## src/rtl/memory_arbiter.sv

```systemverilog
// memory_arbiter: shares one word-addressed Memory between instruction fetch
// (port 0) and load/store (port 1), one transaction at a time.
//
// Request/ack handshake, for each port:
//   A requester raises rd_en_i and/or wr_en_i with addr_i/data_i and holds
//   them stable until it sees its one-cycle ack_o. It drops the enables in the
//   cycle after ack_o. If rd_en_i and wr_en_i are both set, the operation is a
//   read. data_o and err_o are valid only while ack_o=1 and are 0 otherwise.
//   On the Memory side, a one-cycle mem_rd_en_o/mem_wr_en_o strobe starts a
//   transaction. mem_ack_i is honoured only while the FSM is in S_WAIT.
//   If no ack arrives within TIMEOUT_CYCLES, the requester gets ack_o with
//   err_o=1 and data_o=0.
//
// The FSM state register state_q is a named enum so checkers can bind to it.
module memory_arbiter #(
  parameter int unsigned TIMEOUT_CYCLES   = 16,
  parameter bit          RESET_LAST_GRANT = 1'b1
) (
  input  logic        clk,
  input  logic        rst,
  input  logic        m0_rd_en_i,
  input  logic        m0_wr_en_i,
  input  logic [31:0] m0_addr_i,
  input  logic [31:0] m0_data_i,
  output logic [31:0] m0_data_o,
  output logic        m0_ack_o,
  output logic        m0_err_o,
  input  logic        m1_rd_en_i,
  input  logic        m1_wr_en_i,
  input  logic [31:0] m1_addr_i,
  input  logic [31:0] m1_data_i,
  output logic [31:0] m1_data_o,
  output logic        m1_ack_o,
  output logic        m1_err_o,
  output logic        mem_rd_en_o,
  output logic        mem_wr_en_o,
  output logic [31:0] mem_addr_o,
  output logic [31:0] mem_data_o,
  input  logic [31:0] mem_data_i,
  input  logic        mem_ack_i
);

  // TIMEOUT_CYCLES-1 is the largest counter value ever compared against.
  localparam int unsigned CNT_W = (TIMEOUT_CYCLES > 2) ? $clog2(TIMEOUT_CYCLES) : 1;
  localparam logic [CNT_W-1:0] CNT_LAST = CNT_W'(TIMEOUT_CYCLES - 1);

  typedef enum logic [1:0] {
    S_IDLE  = 2'd0,
    S_ISSUE = 2'd1,
    S_WAIT  = 2'd2,
    S_RESP  = 2'd3
  } state_t;

  state_t            state_q;
  state_t            state_d;
  logic              last_grant_q;
  logic              port_q;
  logic              op_rd_q;
  logic [CNT_W-1:0]  cnt_q;

  logic              req0;
  logic              req1;
  logic              winner;
  logic              win_rd;
  logic [31:0]       win_addr;
  logic [31:0]       win_data;
  logic              timeout_hit;
  logic [31:0]       resp_data;
  logic              resp_err;

  assign req0 = m0_rd_en_i | m0_wr_en_i;
  assign req1 = m1_rd_en_i | m1_wr_en_i;

  // On a tie the port that did not win last time goes first.
  assign winner   = (req0 && req1) ? ~last_grant_q : req1;
  assign win_rd   = winner ? m1_rd_en_i : m0_rd_en_i;
  assign win_addr = winner ? m1_addr_i  : m0_addr_i;
  assign win_data = winner ? m1_data_i  : m0_data_i;

  assign timeout_hit = (cnt_q == CNT_LAST);

  // A real ack wins over a timeout in the same cycle; writes return zero data.
  assign resp_err  = ~mem_ack_i;
  assign resp_data = (mem_ack_i && op_rd_q) ? mem_data_i : 32'd0;

  // State register.
  always_ff @(posedge clk or posedge rst) begin
    if (rst) begin
      state_q <= S_IDLE;
    end else begin
      state_q <= state_d;
    end
  end

  // Next-state logic: IDLE -> ISSUE -> WAIT -> RESP -> IDLE.
  always_comb begin
    state_d = state_q;
    case (state_q)
      S_IDLE:  if (req0 || req1) state_d = S_ISSUE;
      S_ISSUE: state_d = S_WAIT;
      S_WAIT:  if (mem_ack_i || timeout_hit) state_d = S_RESP;
      S_RESP:  state_d = S_IDLE;
      default: state_d = S_IDLE;
    endcase
  end

  // Grant latch, registered Memory strobes, timeout counter and port responses.
  always_ff @(posedge clk or posedge rst) begin
    if (rst) begin
      last_grant_q <= RESET_LAST_GRANT;
      port_q       <= 1'b0;
      op_rd_q      <= 1'b0;
      cnt_q        <= '0;
      mem_rd_en_o  <= 1'b0;
      mem_wr_en_o  <= 1'b0;
      mem_addr_o   <= 32'd0;
      mem_data_o   <= 32'd0;
      m0_ack_o     <= 1'b0;
      m0_err_o     <= 1'b0;
      m0_data_o    <= 32'd0;
      m1_ack_o     <= 1'b0;
      m1_err_o     <= 1'b0;
      m1_data_o    <= 32'd0;
    end else begin
      case (state_q)
        S_IDLE: begin
          if (req0 || req1) begin
            port_q       <= winner;
            op_rd_q      <= win_rd;
            last_grant_q <= winner;
            mem_rd_en_o  <= win_rd;
            mem_wr_en_o  <= ~win_rd;
            mem_addr_o   <= win_addr;
            mem_data_o   <= win_data;
          end
        end
        S_ISSUE: begin
          mem_rd_en_o <= 1'b0;
          mem_wr_en_o <= 1'b0;
          cnt_q       <= '0;
        end
        S_WAIT: begin
          cnt_q <= cnt_q + 1'b1;
          if (mem_ack_i || timeout_hit) begin
            if (port_q) begin
              m1_ack_o  <= 1'b1;
              m1_err_o  <= resp_err;
              m1_data_o <= resp_data;
            end else begin
              m0_ack_o  <= 1'b1;
              m0_err_o  <= resp_err;
              m0_data_o <= resp_data;
            end
          end
        end
        S_RESP: begin
          m0_ack_o  <= 1'b0;
          m0_err_o  <= 1'b0;
          m0_data_o <= 32'd0;
          m1_ack_o  <= 1'b0;
          m1_err_o  <= 1'b0;
          m1_data_o <= 32'd0;
        end
        default: begin
          mem_rd_en_o <= 1'b0;
          mem_wr_en_o <= 1'b0;
        end
      endcase
    end
  end

endmodule

```

## config.mk

```make
export PLATFORM = sky130hd
export DESIGN_NAME = memory_arbiter
export DESIGN_NICKNAME = d
export VERILOG_FILES = /design/src/rtl/memory_arbiter.sv
export SDC_FILE = /design/constraint.sdc
export NUM_CORES = 1
export LEC_CHECK = 0
export BUFFER_PORTS_ARGS = -buffer_cell sky130_fd_sc_hd__buf_2
export CAP_MARGIN = 20
export CORE_AREA = 4 4 115 117
export CTS_BUF_LIST = sky130_fd_sc_hd__clkbuf_2 sky130_fd_sc_hd__clkbuf_4 sky130_fd_sc_hd__clkbuf_8
export CTS_CLUSTER_DIAMETER = 100
export DETAILED_ROUTE_END_ITERATION = 8
export DIE_AREA = 0 0 119 121
export PLACE_DENSITY_LB_ADDON = 0.08
export SLEW_MARGIN = 5
export SYNTH_ARGS = -nofsm -noshare
export SYNTH_HDL_FRONTEND = slang
export SYNTH_SLANG_ARGS = --single-unit
```

## constraint.sdc

```tcl
create_clock -name clk -period 11.4 [get_ports clk]
set_input_delay 1.71 -clock clk [delete_from_list [all_inputs] [get_ports clk]]
set_output_delay 1.71 -clock clk [all_outputs]
set_load 0.05 [all_outputs]
```

## Word level (Yosys, flattened, before mapping)

Cells that the tools add are included.

| storage, ports and cells | value |
|---|---|
| register bits | 143 |
| input port bits | 167 |
| output and inout bits | 134 |
| word-level logic and storage cells | 73 |

| operators by class | value |
|---|---|
| add/sub/neg operators | 1 |
| equal/unequal tests | 8 |
| multiplexer cells | 31 |
| bitwise logic cells | 5 |
| reduce and logical (&&, ||, !) cells | 13 |

Operators with widths:

| cell | number |
|---|---|
| $mux W32 | 7 |
| $pmux W32 S2 | 2 |
| $mux W1 | 12 |
| $pmux W1 S2 | 6 |
| $ne A2 B2 Y1 const B | 4 |
| $pmux W2 S4 | 1 |
| $pmux W4 S2 | 1 |
| $reduce_and A2 Y1 | 3 |
| $reduce_and A3 Y1 | 2 |
| $reduce_bool A2 Y1 | 3 |
| $add A4 B1 Y4 const B | 1 |
| $eq A2 B2 Y1 const B | 2 |
| $eq A4 B4 Y1 const B | 1 |
| $mux W2 | 2 |
| $not A1 Y1 | 3 |
| $eq A2 B1 Y1 const B | 1 |
| $logic_and A1 B1 Y1 | 2 |
| $logic_not A2 Y1 | 1 |
| $logic_or A1 B1 Y1 | 2 |
| $or A1 B1 Y1 | 2 |

## Logic depth before layout (Yosys ltp)

| depth | value |
|---|---|
| word-level depth | 7 |
| mapped depth | 9 |
| mapped depth without buffers | 6 |

## Worst setup path before layout

Ideal clock, no wire load.

| timing | value |
|---|---|
| path kind | input to register |
| start point | in m1_wr_en_i |
| end point | reg mem_addr_o[25] |
| setup time | 122 ps |
| arrival time | 2,622 ps |
| required time | 11,278 ps |
| slack | 8,656 ps |
| cell stages on the path | 6 |
| path buffers | 2 |
| path through | nor4_4 and2b_1 buf_2 buf_2 nor2_1 a21oi_1 |

| on the way | value |
|---|---|
| longest elaborated chain between the ends | 4 |
| elaborated cells on any way between the ends | 6 |
| classes of those cells | 2 x mux; 1 x bitwise; 3 x reduce/logical |

Ends and longest elaborated chain:

| element | RTL line | source |
|---|---|---|
| start, declared | 29 | `input logic m1_wr_en_i,` |
| $or A1 B1 Y1 * | 72 | `assign req1 = m1_rd_en_i \| m1_wr_en_i;` |
| $logic_and A1 B1 Y1 | 75 | `assign winner = (req0 && req1) ? ~last_grant_q : req1;` |
| $mux W1 | 75 |  |
| $mux W32 | 77 | `assign win_addr = winner ? m1_addr_i : m0_addr_i;` |
| end signal, assigned | 133 | `mem_addr_o <= win_addr;` |
| end, declared | 37 | `output logic [31:0] mem_addr_o,` |

Mark *: on every way between the ends. The rest lies on a longest branch, timed or not.
A chain may end at the register's enable or synchronous reset.

## Final worst setup path

| timing | value |
|---|---|
| start point | in m1_wr_en_i |
| end point | reg mem_data_o[6] |

| on the way | value |
|---|---|
| longest elaborated chain between the ends | 4 |
| elaborated cells on any way between the ends | 6 |
| classes of those cells | 2 x mux; 1 x bitwise; 3 x reduce/logical |

Ends and longest elaborated chain:

| element | RTL line | source |
|---|---|---|
| $or A1 B1 Y1 * | 72 |  |
| $logic_and A1 B1 Y1 | 75 |  |
| $mux W1 | 75 |  |
| $mux W32 | 78 | `assign win_data = winner ? m1_data_i : m0_data_i;` |
| end signal, assigned | 134 | `mem_data_o <= win_data;` |
| end, declared | 38 | `output logic [31:0] mem_data_o,` |

Marked as above.

==> metrics.md <==
| Metric | Value |
|---|---|
| Gr usage total | `25.13%` |
| Slew margin rel. | `58.16%` |
| Hold_buf cts | `0` |
| Clk Tree Root Cell | `clkbuf_8` |
| DR iter-0 viols | `493` |
| Clock Power Share | `15.6%` |
| Final hold viol count | `0` |
| Die height | `121 um` |
| Final std cells w/o fill | `1,139` |
| Final min period | `3094 ps` |
| CP Launch Type | `primary input` |
| Count leader, synth | `nand2_1` |
| Core area | `0.01236 mm^2` |
| Pre-antenna DRT Iters | `5` |
| CP top delay family | `simple AND/OR/NAND/NOR gates` |
| Crit path DAT | `3460 ps` |
| Syn_nets | `845` |
| Drt wl/cell | `15.94 um` |
| CP endpoint kind | `flip-flop` |
| Max Buffers Root-to-Sink | `2` |
| Setup violations, final | `0` |
| Number of H-tree levels | `4` |
| Switching power | `1660 uW` |
| Lkg Pwr | `0.004147 uW` |
| Max Freq | `323.2 MHz` |
| Required time worst endpoint | `11,760 ps` |
| CTS Buf Count | `17` |
| Sequential power share | `28.1%` |
| Largest net degree at the start of global routing | `84` |
| GPL Wtd Cong | `0.8738` |
| Status | `finished, final reports clean` |
| Actual slew at the worst max-slew pin | `626.9 ps` |
| Crit path cell chain | `buf_2, nor4_4, nand2b_2, buf_4, a21oi_1, a21oi_1` |
| Top cells by count, synth | `nand2_1 (168), dfrtp_1 (142), a21oi_1 (128)` |
| Clock sink count | `143` |
| RSZ-0062 raised after global routing | `no` |
| Die area | `0.01440 mm^2` |
| Synth top area share | `58.34%` |
| CP max FO | `51` |
| Adder-Cell Fraction of Synth Area | `1.233%` |
| Share of total power in combinational logic | `56.3%` |
| Cell mode on critical path | `a21oi_1` |
| DRC | `0` |
| Total grt overflow | `0` |
| DP Wirelength | `13.28 mm` |
| Synth Area in Compound Gates | `18.98%` |
| DP Cell Count | `1,105` |
| # IOs | `301` |
| Starting density of the core | `49.27%` |
| Clk Latency, worst-skew pair | `440 ps` |
| CP max stage delay | `540 ps` |
| Mean Syn Cell Area | `9.064 um^2` |
| Max_cap viols | `0` |
| Syn. warnings | `0` |
| Sw Ratio | `54.10%` |
| Final net count | `1,126` |
| Yosys top cell by area | `dfrtp_1` |
| Vias per cell | `5.091` |
| Layout area overhead | `33.98%` |
| Worst VDD drop | `0.2111 mV` |
| Synth async-reset ratio | `100.0%` |
| Width of the die | `119 um` |
| Post-Synthesis Cells | `672` |
| Multiplexer area fraction after synthesis | `0.1643%` |
| Pint | `1408 uW` |
| Share of cells above drive strength 1 | `36.58%` |
| Final period util | `27.14%` |
| Hold Path Class | `flip-flop to flip-flop` |
| PwrDens | `376.0 mW/mm^2` |
| Simple-Gate Fraction of Synth Area | `16.08%` |
| Post-synth EDFFs | `0` |
| Synth Flop Type | `dfrtp_1` |
| Seq/Total Area, Yosys | `58.77%` |
| Setup TNS | `0 ps` |
| Crit path buf inv count | `2` |
| Seq cells post-synth | `143` |
| CTS resizes | `0` |
| Post-synthesis cell area | `0.006091 mm^2` |
| Routed vias | `5,799` |
| Vias in the first global route | `5,688` |
| WL final | `18.15 mm` |
| Post-synthesis xor/xnor area fraction | `0%` |
| Number of I/O port buffers | `300` |
| Reg clk slew, reported paths | `80 ps` |
| Largest family of logic cells by synthesized area | `compound AO/OA/AOI/OAI gates` |
| Top cells by area, synth | `dfrtp_1 (58%), a21oi_1 (11%), nand2_1 (10%), o21ai_0 (5.5%), nor2_1 (4.1%)` |
| Slowest library cell on the worst path | `buf_4` |
| Post CTS Setup Buffer Count | `0` |
| Clk_skew | `4.967 ps` |
| Crit path kind | `primary input to flip-flop` |
| Post-route ant nets | `0` |
| CTS tree | `yes` |
| Initial antenna violation count | `2` |
| Max Slew Vio Count | `0` |
| Cell variety after synth | `33` |
| First-pass GRT wire length | `28.66 mm` |
| # rows | `41` |
-- area by class of cell --
class                   count  area (um^2)
clock buffers              17        234.0
repair buffers            309         1602
inverters                   8        35.03
clock inverters            14        239.0
fillers                  1067         4203
diodes                      2        5.005
multi-input cells         474         2251
flip-flops and latches    143         3580
well taps                 172        215.2
-- flip-flops by register name, summed over array words and instances (netlist names), 2 cells and up --
signal	cells
mem_data_o	32
m0_data_o	32
m1_data_o	32
state_q	2
mem_addr_o	32
cnt_q	4
-- worst paths after layout --
kind / depth (start not counted) / start / slack, ps / endpoint
hold reg to reg: 2 / m1_data_o[22] / 480 / m1_data_o[22]
min in group asynchronous: 2 / rst / 1340 / mem_data_o[14]
hold / removal: 2 / m1_data_o[22] / 480 / m1_data_o[22]
setup reg to reg: 6 / state_q[0] / 9210 / m0_data_o[9]
max in group asynchronous: 4 / rst / 8960 / last_grant_q
setup / recovery: 6 / m1_wr_en_i / 8310 / mem_data_o[6]
-- cell usage in the layout (no fill, tap or decap), drive strengths merged, types with 3 or more instances in the layout --
cell type,netlist,routed
nand2,168,168
clkinvlp,0,3
a22o,3,3
clkbuf,17,17
nand3,3,3
bufinv,0,6
o31ai,3,3
buf,30,309
dfrtp,142,142
clkinv,0,3
o21ai,75,75
o22ai,3,3
nand2b,3,3
ha,6,6
inv,8,10
nor2,66,66
a21oi,130,130
-- tightest hold or removal path: stages (launching register included) --
cell and delay, ps:
dfrtp_1 340, nand2_1 40, o21ai_0 60
-- power by group through the flow --
stage	clock, uW	sequential (uW)	combinational [uW]
after floorplan	0	1630	572
after global placement	0	861	1700
after detailed placement	0	869	1740
after CTS	488	862	1740
after global routing	508	892	1850
final	478	863	1730
-- per-layer routing --
metal | share of wire [%] | track usage, % | up-vias | wire length, um
met4 | 3.3 | 11.44 | 0 | 607
met5 | 0 | 0 | - | 0
li1 | - | - | 2795 | -
met3 | 6.3 | 5.455 | 43 | 1150
met2 | 50 | 42.11 | 219 | 9106
met1 | 40 | 31.30 | 2742 | 7286
-- kinds of logic (layout without fill, tap and decap cells) --
group / count (synthesis) / count (layout)
AO/OA/AOI/OAI: 219 / 219
adder cells (fa/ha/maj): 6 / 6
buffers and inverters: 55 / 348
flip-flops: 143 / 143
multiplexers: 1 / 1
other: 0 / 2
AND/OR/NAND/NOR: 248 / 248
-- stage by stage --
| stage | setup WS [ps] | util (%) | hold slack (ps) | cell area, um^2 | power [uW] |
|---|---|---|---|---|---|
| 2_1_floorplan | 5854 | - | 470.4 | 6091 | 2200 |
| 3_3_place_gp | 7943 | 61.75 | 456.1 | 7635 | 2559 |
| 3_5_place_dp | 7868 | 61.92 | 465.0 | 7655 | 2606 |
| 4_1_cts | 8348 | 65.74 | 482.9 | 8128 | 3088 |
| 5_1_grt | 8147 | 66.01 | 512.3 | 8160 | 3255 |
| 6_report | 8306 | 66.01 | 478.5 | 8160 | 3068 |
No activity file was read; power rests on OpenSTA's default activity.
